$ cat config.mk
export PLATFORM = sky130hd
export DESIGN_NAME = cpu_phase_ctrl
export DESIGN_NICKNAME = d
export VERILOG_FILES = /design/src/rtl/cpu_phase_ctrl.sv
export SDC_FILE = /design/constraint.sdc
export NUM_CORES = 1
export LEC_CHECK = 0
export BUFFER_PORTS_ARGS = -buffer_cell sky130_fd_sc_hd__buf_2
export CAP_MARGIN = 20
export CORE_MARGIN = 1
export CORE_UTILIZATION = 55
export CTS_CLUSTER_DIAMETER = 80
export DETAILED_ROUTE_END_ITERATION = 16
export MAX_ROUTING_LAYER = met4
export PLACE_DENSITY = 0.84
export SLEW_MARGIN = 20
export SYNTH_ARGS = -nofsm -noshare
export SYNTH_HDL_FRONTEND = slang
export SYNTH_SLANG_ARGS = --single-unit
$ cat constraint.sdc
create_clock -name CLK -period 4.1 [get_ports CLK]
set_input_delay 0.41 -clock CLK [delete_from_list [all_inputs] [get_ports CLK]]
set_output_delay 0.41 -clock CLK [all_outputs]
set_load 0.01 [all_outputs]
$ cat src/rtl/cpu_phase_ctrl.sv
// cpu_phase_ctrl: four-phase instruction sequencer that owns the program counter
// and the saturating retired-instruction count.
module cpu_phase_ctrl #(
   parameter logic [7:0] RESET_PC    = 8'd0,
   parameter int         COUNT_WIDTH = 16
) (
   input  logic                   CLK,
   input  logic                   RESET,
   input  logic                   START,
   input  logic                   STEP_MODE,
   input  logic                   JUMP_EN,
   input  logic [7:0]             JUMP_ADDR,
   input  logic                   HALT_REQ,
   output logic                   EN_FT,
   output logic                   EN_DC,
   output logic                   EN_EX,
   output logic                   EN_WB,
   output logic [7:0]             P_COUNT,
   output logic                   RUNNING,
   output logic                   HALTED,
   output logic [COUNT_WIDTH-1:0] INSTR_COUNT
);
   typedef enum logic [2:0] {S_IDLE, S_FT, S_DC, S_EX, S_WB, S_HALT} state_t;
   state_t                 state_q;
   logic [7:0]             pc_q, pc_d, addr_q;
   logic [COUNT_WIDTH-1:0] cnt_q, cnt_d;
   logic                   jmp_q, hlt_q;
   // Halt keeps the PC where it is; otherwise jump wins over sequential increment.
   assign pc_d  = hlt_q ? pc_q : jmp_q ? addr_q : pc_q + 8'd1;
   assign cnt_d = &cnt_q ? cnt_q : cnt_q + COUNT_WIDTH'(1);
   always_ff @(posedge CLK) begin
      if (RESET) begin
         state_q <= S_IDLE;
         pc_q    <= RESET_PC;
         cnt_q   <= '0;
         jmp_q   <= 1'b0;
         hlt_q   <= 1'b0;
         addr_q  <= 8'd0;
      end else begin
         case (state_q)
            S_IDLE: state_q <= START ? S_FT : S_IDLE;
            S_FT:   state_q <= S_DC;
            S_DC:   state_q <= S_EX;
            S_EX: begin
               jmp_q   <= JUMP_EN;
               addr_q  <= JUMP_ADDR;
               hlt_q   <= HALT_REQ;
               state_q <= S_WB;
            end
            S_WB: begin
               cnt_q   <= cnt_d;
               pc_q    <= pc_d;
               state_q <= hlt_q ? S_HALT : STEP_MODE ? S_IDLE : S_FT;
            end
            S_HALT: state_q <= S_HALT;
            default: state_q <= S_IDLE;
         endcase
      end
   end
   assign EN_FT       = state_q == S_FT;
   assign EN_DC       = state_q == S_DC;
   assign EN_EX       = state_q == S_EX;
   assign EN_WB       = state_q == S_WB;
   assign RUNNING     = EN_FT | EN_DC | EN_EX | EN_WB;
   assign HALTED      = state_q == S_HALT;
   assign P_COUNT     = pc_q;
   assign INSTR_COUNT = cnt_q;
endmodule

==> results.ini, run 1 <==
[detailed_routing]
ant_nets = 0
drtIter0Drc = 155
wl_um = 3890
vias = 1754
routed_via_density = 5.77
post_drt_wl_per_cell_um = 12.8
first_pass_iters = 4
drc = 0

[clocking]
root_buffer = clkbuf_4
hold_buffers = 0
cts_max_level = 2
cts.repair.resized = 0
postCtsSetupBuffers = 0
numClockSinks = 37
clk_latency_ns = 0.34
cts_tree = done
numCtsBuffers = 5
cts.clk_slew.worst_paths_ns = 0.11
clock_path_buffers = 2

[sta]
period_needed_ns = 2.61
tns_ns = 0
fmax_mhz = 383
hold_viol = 0
finalCritPeriodShare = 0.636
grt_setup_unrepaired = no
slew-limit-headroom = 0.511
slew_violations = 0
tightest_slew_ns = 0.734
finClkSkew_ns = 0.00840
setup_violations = 0

[synth]
synth.most_common_cell = dfxtp_1
netlist-cell-type-count = 44
yosysTopAreaCellShare = 0.405
synth_area_per_cell_sq_um = 8.23
synthesis.nets = 238
synth_warnings = 0
synthTopCellsByCount = dfxtp_1 (37), nand2_1 (27), a21oi_1 (26)
ys_seq_elements = 37
synth_area_leaders = dfxtp_1 (41%), a21oi_1 (7.1%), nand2_1 (5.5%)
seq_area_frac_synth = 0.405
yosysTopAreaCell = dfxtp_1
ys.flop_type = dfxtp_1
async_flop_share = 0
synth_area_sq_um = 1830
syn_inst = 222
synth_edf_count = 0

[critical_path]
start_kind = flip-flop
cp_slowest_cell = or4_1
end_kind = flip-flop
crit_buf_inv = 0
crit_fanout = 13
crit_chain = or3b_1 -> or4_1 -> or4b_1 -> a21oi_1
cp_top_family = simple AND/OR/NAND/NOR gates
cp.arrival_ns = 2.88
critPathKind = reg -> reg
crit_path_max_incr_delay_ns = 0.72
reg2reg_setup_slack_ns = 1.49
worst_ep_required_time_ns = 4.37

[floorplan]
design.core.area_sq_um = 3100
die_x_um = 59.6
chipHeight_um = 59.6
rows = 20
initial_core_util = 0.589
boundaryPins = 44
fp.dieArea_sq_um = 3560

[worst_hold_path]
holdCritPathClass = in -> reg

[cells_and_area]
drive_gt1_frac = 0.227
syn2layout_area_growth_pct = 16.9
utilization = 0.688
diodes = 0
nFillCells = 274
num-nets-final = 275

[global_routing]
gr-total-overflow = 0
grt_first_pass_wirelength_um = 6330
grt_usage = 0.245
grt_start_max_net_pins = 42
grt_pass1_vias = 1366
antenna_found_initial = 0

[power]
p_leak_nw = 0.835
max-vdd-ir-drop_v = 0.000190
power_density_nw_per_um2 = 338

[run]
maxCapViolCount = 0

[placed_design]
gp_congestion = 0.801
port_buffers = 43
dp_hpwl_um = 2630

[status]
outcome = completed

==> worst min-delay path, delay by kind of cell <==
kind / cells / cell delay (ns)
buffers and inverters: 1 / 0.09
AOI/OAI and AO/OA: 1 / 0.05
and+or+nand+nor: 1 / 0.04
==> logic make-up (layout without fill, tap and decap cells) <==
| group | after synthesis | after routing | synth area share |
|---|---|---|---|
| xor gates and xnor gates | 2 | 2 | 0.00959 |
| buffers and inverters | 18 | 56 | 0.0377 |
| AOI/OAI and AO/OA | 51 | 51 | 0.170 |
| adders and majority gates | 2 | 2 | 0.0137 |
| DFF | 37 | 37 | 0.405 |
| and+or+nand+nor | 104 | 104 | 0.317 |
| muxes | 8 | 8 | 0.0466 |
==> metal layers <==
metal,global-route usage,share of wire,up-vias
met3,0.0655,0.066,2
met1,0.348,0.48,801
met4,0.0930,0.0049,0
met2,0.327,0.45,62
met5,-,0,-
li1,-,-,889
==> flip-flops by register name, summed over array words and instances, names as in the netlist <==
signal / cells
INSTR_COUNT: 16
P_COUNT: 8
addr_q: 8
hlt_q: 1
jmp_q: 1
state_q: 3
==> power by group <==
group	switching, mW	leakage (nW)	internal (mW)
combinational	0.0349	0.490	0.0318
sequential	0.0186	0.299	0.371
clock	0.121	0.0455	0.146
==> per-stage QoR <==
| step | total power [mW] | cell area, sq um | hold slack, ns | cells | worst slack, ns |
|---|---|---|---|---|---|
| 2_1_floorplan | 0.439 | 1830 | 0.436 | 222 | 2.02 |
| 3_3_place_gp | 0.461 | 2050 | 0.442 | 296 | 1.62 |
| 3_5_place_dp | 0.464 | 2050 | 0.451 | 296 | 1.51 |
| 4_1_cts | 0.730 | 2140 | 0.275 | 304 | 1.49 |
| 5_1_grt | 0.760 | 2140 | 0.267 | 304 | 1.36 |
| 6_report | 0.723 | 2140 | 0.288 | 304 | 1.49 |
==> final cells by class <==
type / instances / area, sq um / share of cell area
Multi-Input combinational cell: 167 / 1020 / 0.476
Sequential cell: 37 / 741 / 0.347
Timing Repair Buffer: 44 / 223 / 0.104
Clock buffer: 7 / 55.1 / 0.0258
Tap cell: 44 / 55.1 / 0.0258
Clock inverter: 1 / 30.0 / 0.0141
Inverter: 4 / 15.0 / 0.00703
==> placed cells by master (no fill, tap or decap), drive strengths merged, types with 2 or more instances in the layout <==
master | netlist | final
buf | 3 | 44
dfxtp | 37 | 37
or3b | 2 | 2
nor3 | 7 | 7
o21ai | 4 | 4
clkbuf | 11 | 7
nor2b | 6 | 6
and3 | 3 | 3
nor4 | 2 | 2
or4 | 5 | 5
inv | 4 | 4
a21oi | 26 | 26
or4b | 2 | 2
o31ai | 2 | 2
a31oi | 3 | 3
nor2 | 14 | 14
xnor2 | 2 | 2
nor4b | 3 | 3
a22oi | 5 | 5
o41ai | 2 | 2
nand3b | 4 | 4
a211oi | 3 | 3
nand2 | 27 | 27
nor3b | 5 | 5
mux2 | 4 | 4
ha | 2 | 2
nand4 | 6 | 6
a21o | 2 | 2
or3 | 5 | 5
nand3 | 8 | 8
mux2i | 4 | 4
==> final timing paths <==
path	cells past startpoint	end	start
setup / recovery	4	INSTR_COUNT[15]	state_q[2]
hold / removal	3	addr_q[4]	JUMP_ADDR[4]
setup reg to reg	4	INSTR_COUNT[15]	state_q[2]
hold reg to reg	2	addr_q[0]	addr_q[0]
(Power assumes the default switching activity.)
==> run 2, diff against run 1 <==
--- a/config.mk
+++ b/config.mk
@@ -8,11 +8,11 @@
 export BUFFER_PORTS_ARGS = -buffer_cell sky130_fd_sc_hd__buf_2
 export CAP_MARGIN = 20
 export CORE_MARGIN = 1
-export CORE_UTILIZATION = 55
+export CORE_UTILIZATION = 53
 export CTS_CLUSTER_DIAMETER = 80
 export DETAILED_ROUTE_END_ITERATION = 16
 export MAX_ROUTING_LAYER = met4
-export PLACE_DENSITY = 0.84
+export PLACE_DENSITY = 0.81
 export SLEW_MARGIN = 20
 export SYNTH_ARGS = -nofsm -noshare
 export SYNTH_HDL_FRONTEND = slang
==> constraint.sdc (replaced) <==
create_clock -name CLK -period 2.4 [get_ports CLK]
set_input_delay 0.24 -clock CLK [delete_from_list [all_inputs] [get_ports CLK]]
set_output_delay 0.24 -clock CLK [all_outputs]
set_load 0.01 [all_outputs]
==> results.ini, run 2 (same netlist as run 1, synthesis figures left out) <==
[status]
outcome = completed

[sta]
setup_violations = 0  ; unchanged
hold_viol = 0  ; unchanged
worst_slack_ns = 0.274  ; -1.22 ns
tns_ns = 0  ; unchanged
slew_violations = 0  ; unchanged
finClkSkew_ns = 0.00497  ; -0.00343 ns
tightest_slew_ns = 0.660  ; -0.0739 ns
grt_setup_unrepaired = no
slew-limit-headroom = 0.556  ; +0.0452
fmax_mhz = 470  ; +23%
finalCritPeriodShare = 0.886  ; +0.250
period_needed_ns = 2.13  ; -0.482 ns

[global_routing]
grt_start_max_net_pins = 23  ; -45%
gr-total-overflow = 0  ; unchanged
grt_usage = 0.255  ; +0.0104
antenna_found_initial = 0  ; unchanged
grt_pass1_vias = 1503  ; +10%
grt_first_pass_wirelength_um = 6760  ; +6.8%

[detailed_routing]
post_drt_wl_per_cell_um = 12.6  ; -1.5%
routed_via_density = 5.67  ; -1.7%
drc = 0  ; unchanged
vias = 1759  ; +0.29%
drtIter0Drc = 199  ; +28%
first_pass_iters = 4  ; unchanged
ant_nets = 0  ; unchanged
wl_um = 3910  ; +0.46%

[cells_and_area]
diodes = 0  ; unchanged
final_common_cell = buf_2
drive_gt1_frac = 0.248  ; +0.0212
syn2layout_area_growth_pct = 18.6
utilization = 0.687  ; -0.00140
largest_reg_flops = 16  ; unchanged
final_cell_mix = buf_2 (43), dfxtp_1 (37), nand2_1 (27)
num-nets-final = 281  ; +2.2%

[critical_path]
r2r_end = INSTR_COUNT[13]
crit_fanout = 7  ; -6
crit_chain = or3b_1 -> or4_1 -> nor4b_1 -> mux2_1
r2r_start = state_q[1]
critPathKind = reg -> reg
cp_top_family = simple AND/OR/NAND/NOR gates
cp.arrival_ns = 2.38  ; -0.50 ns
rr_worst_depth = 4  ; unchanged
cp_slowest_cell = or4_1
reg2reg_setup_slack_ns = 0.27  ; -1.22 ns
crit_path_max_incr_delay_ns = 0.65  ; -0.07 ns
start_kind = flip-flop
worst_ep_required_time_ns = 2.65  ; -1.72 ns
end_kind = flip-flop
crit_buf_inv = 0  ; unchanged

[worst_hold_path]
holdCritPathClass = in -> reg
worstHoldStart = JUMP_ADDR[3]
min_to = addr_q[3]
whs_path_depth = 3  ; unchanged

[floorplan]
boundaryPins = 44  ; unchanged
initial_core_util = 0.579  ; -0.00934
design.core.area_sq_um = 3150  ; +1.6%
die_x_um = 60.7  ; +1.8%
rows = 20  ; unchanged
chipHeight_um = 60.7  ; +1.8%
fp.dieArea_sq_um = 3690  ; +3.7%

[placed_design]
port_buffers = 43  ; unchanged
dp_slack_ns = 0.269  ; -1.24 ns
gp_congestion = 0.869  ; +8.5%
dp_hpwl_um = 2740  ; +4.1%

[clocking]
clk_latency_ns = 0.35  ; about the same
cts_tree = done
hold_buffers = 0  ; unchanged
cts.repair.resized = 0  ; unchanged
numCtsBuffers = 5  ; unchanged
numClockSinks = 37  ; unchanged
cts_max_level = 2  ; unchanged
root_buffer = clkbuf_4
clock_path_buffers = 2  ; unchanged
cts.clk_slew.worst_paths_ns = 0.11  ; about the same
postCtsSetupBuffers = 0  ; unchanged

[power]
max-vdd-ir-drop_v = 0.000369  ; +94%
power_density_nw_per_um2 = 539  ; +59%
p_leak_nw = 0.861  ; +3.1%
finalPower_mw = 1.17  ; +62%

[run]
maxCapViolCount = 0  ; unchanged

[run 2: changes by cell type in the layout (fill, tap and decap cells not counted), sizes merged]
cell    previous run  this run
bufinv             1         0
buf               44        50
clkinv             0         1
[run 2: final cells by class]
class / count / area (sq um)
multi-input combinational: 167 / 1020
tap: 44 / 55.1
fill: 298 / 987
timing repair buffer: 50 / 268
clock buffer: 7 / 65.1
clock inverter: 1 / 5.00
inverter: 4 / 15.0
sequential: 37 / 741
[run 2: how the worst max path moves through the flow]
| stage | from | endpoint | cells after the start |
|---|---|---|---|
| final | state_q[1] | INSTR_COUNT[13] | 4 |
| after CTS | state_q[1] | INSTR_COUNT[13] | 4 |
| after global placement | state_q[1] | INSTR_COUNT[13] | 4 |
| after global routing | state_q[1] | INSTR_COUNT[13] | 4 |
| after floorplan | state_q[1] | INSTR_COUNT[13] | 5 |
| after detailed placement | state_q[1] | INSTR_COUNT[13] | 4 |
[run 2: worst register-to-register path: cells and delay by family (launching register included)]
kind / cells / cell delay, ns
DFF: 1 / 0.32
muxes: 1 / 0.35
and+or+nand+nor: 3 / 1.35
[run 2: through the flow]
stage / instances / cell area, sq um / hold slack, ns
4_1_cts: 310 / 2170 / 0.104
5_1_grt: 310 / 2170 / 0.122
3_3_place_gp: 302 / 2100 / 0.448
6_report: 310 / 2170 / 0.111
2_1_floorplan: 222 / 1830 / 0.376
3_5_place_dp: 302 / 2100 / 0.450
[run 2: where the power goes]
group | switching [mW] | total (mW) | internal [mW]
clock | 0.210 | 0.380 | 0.170
combinational | 0.0721 | 0.134 | 0.0620
sequential | 0.0203 | 0.654 | 0.633
total | 0.303 | 1.17 | 0.865
[run 2: per-layer routing]
metal	vias to the layer above	GRT usage	part of all wire
met2	43	0.377	0.45
met1	811	0.340	0.49
met3	8	0.0512	0.042
met5	-	-	0
li1	897	-	-
met4	0	0.107	0.020
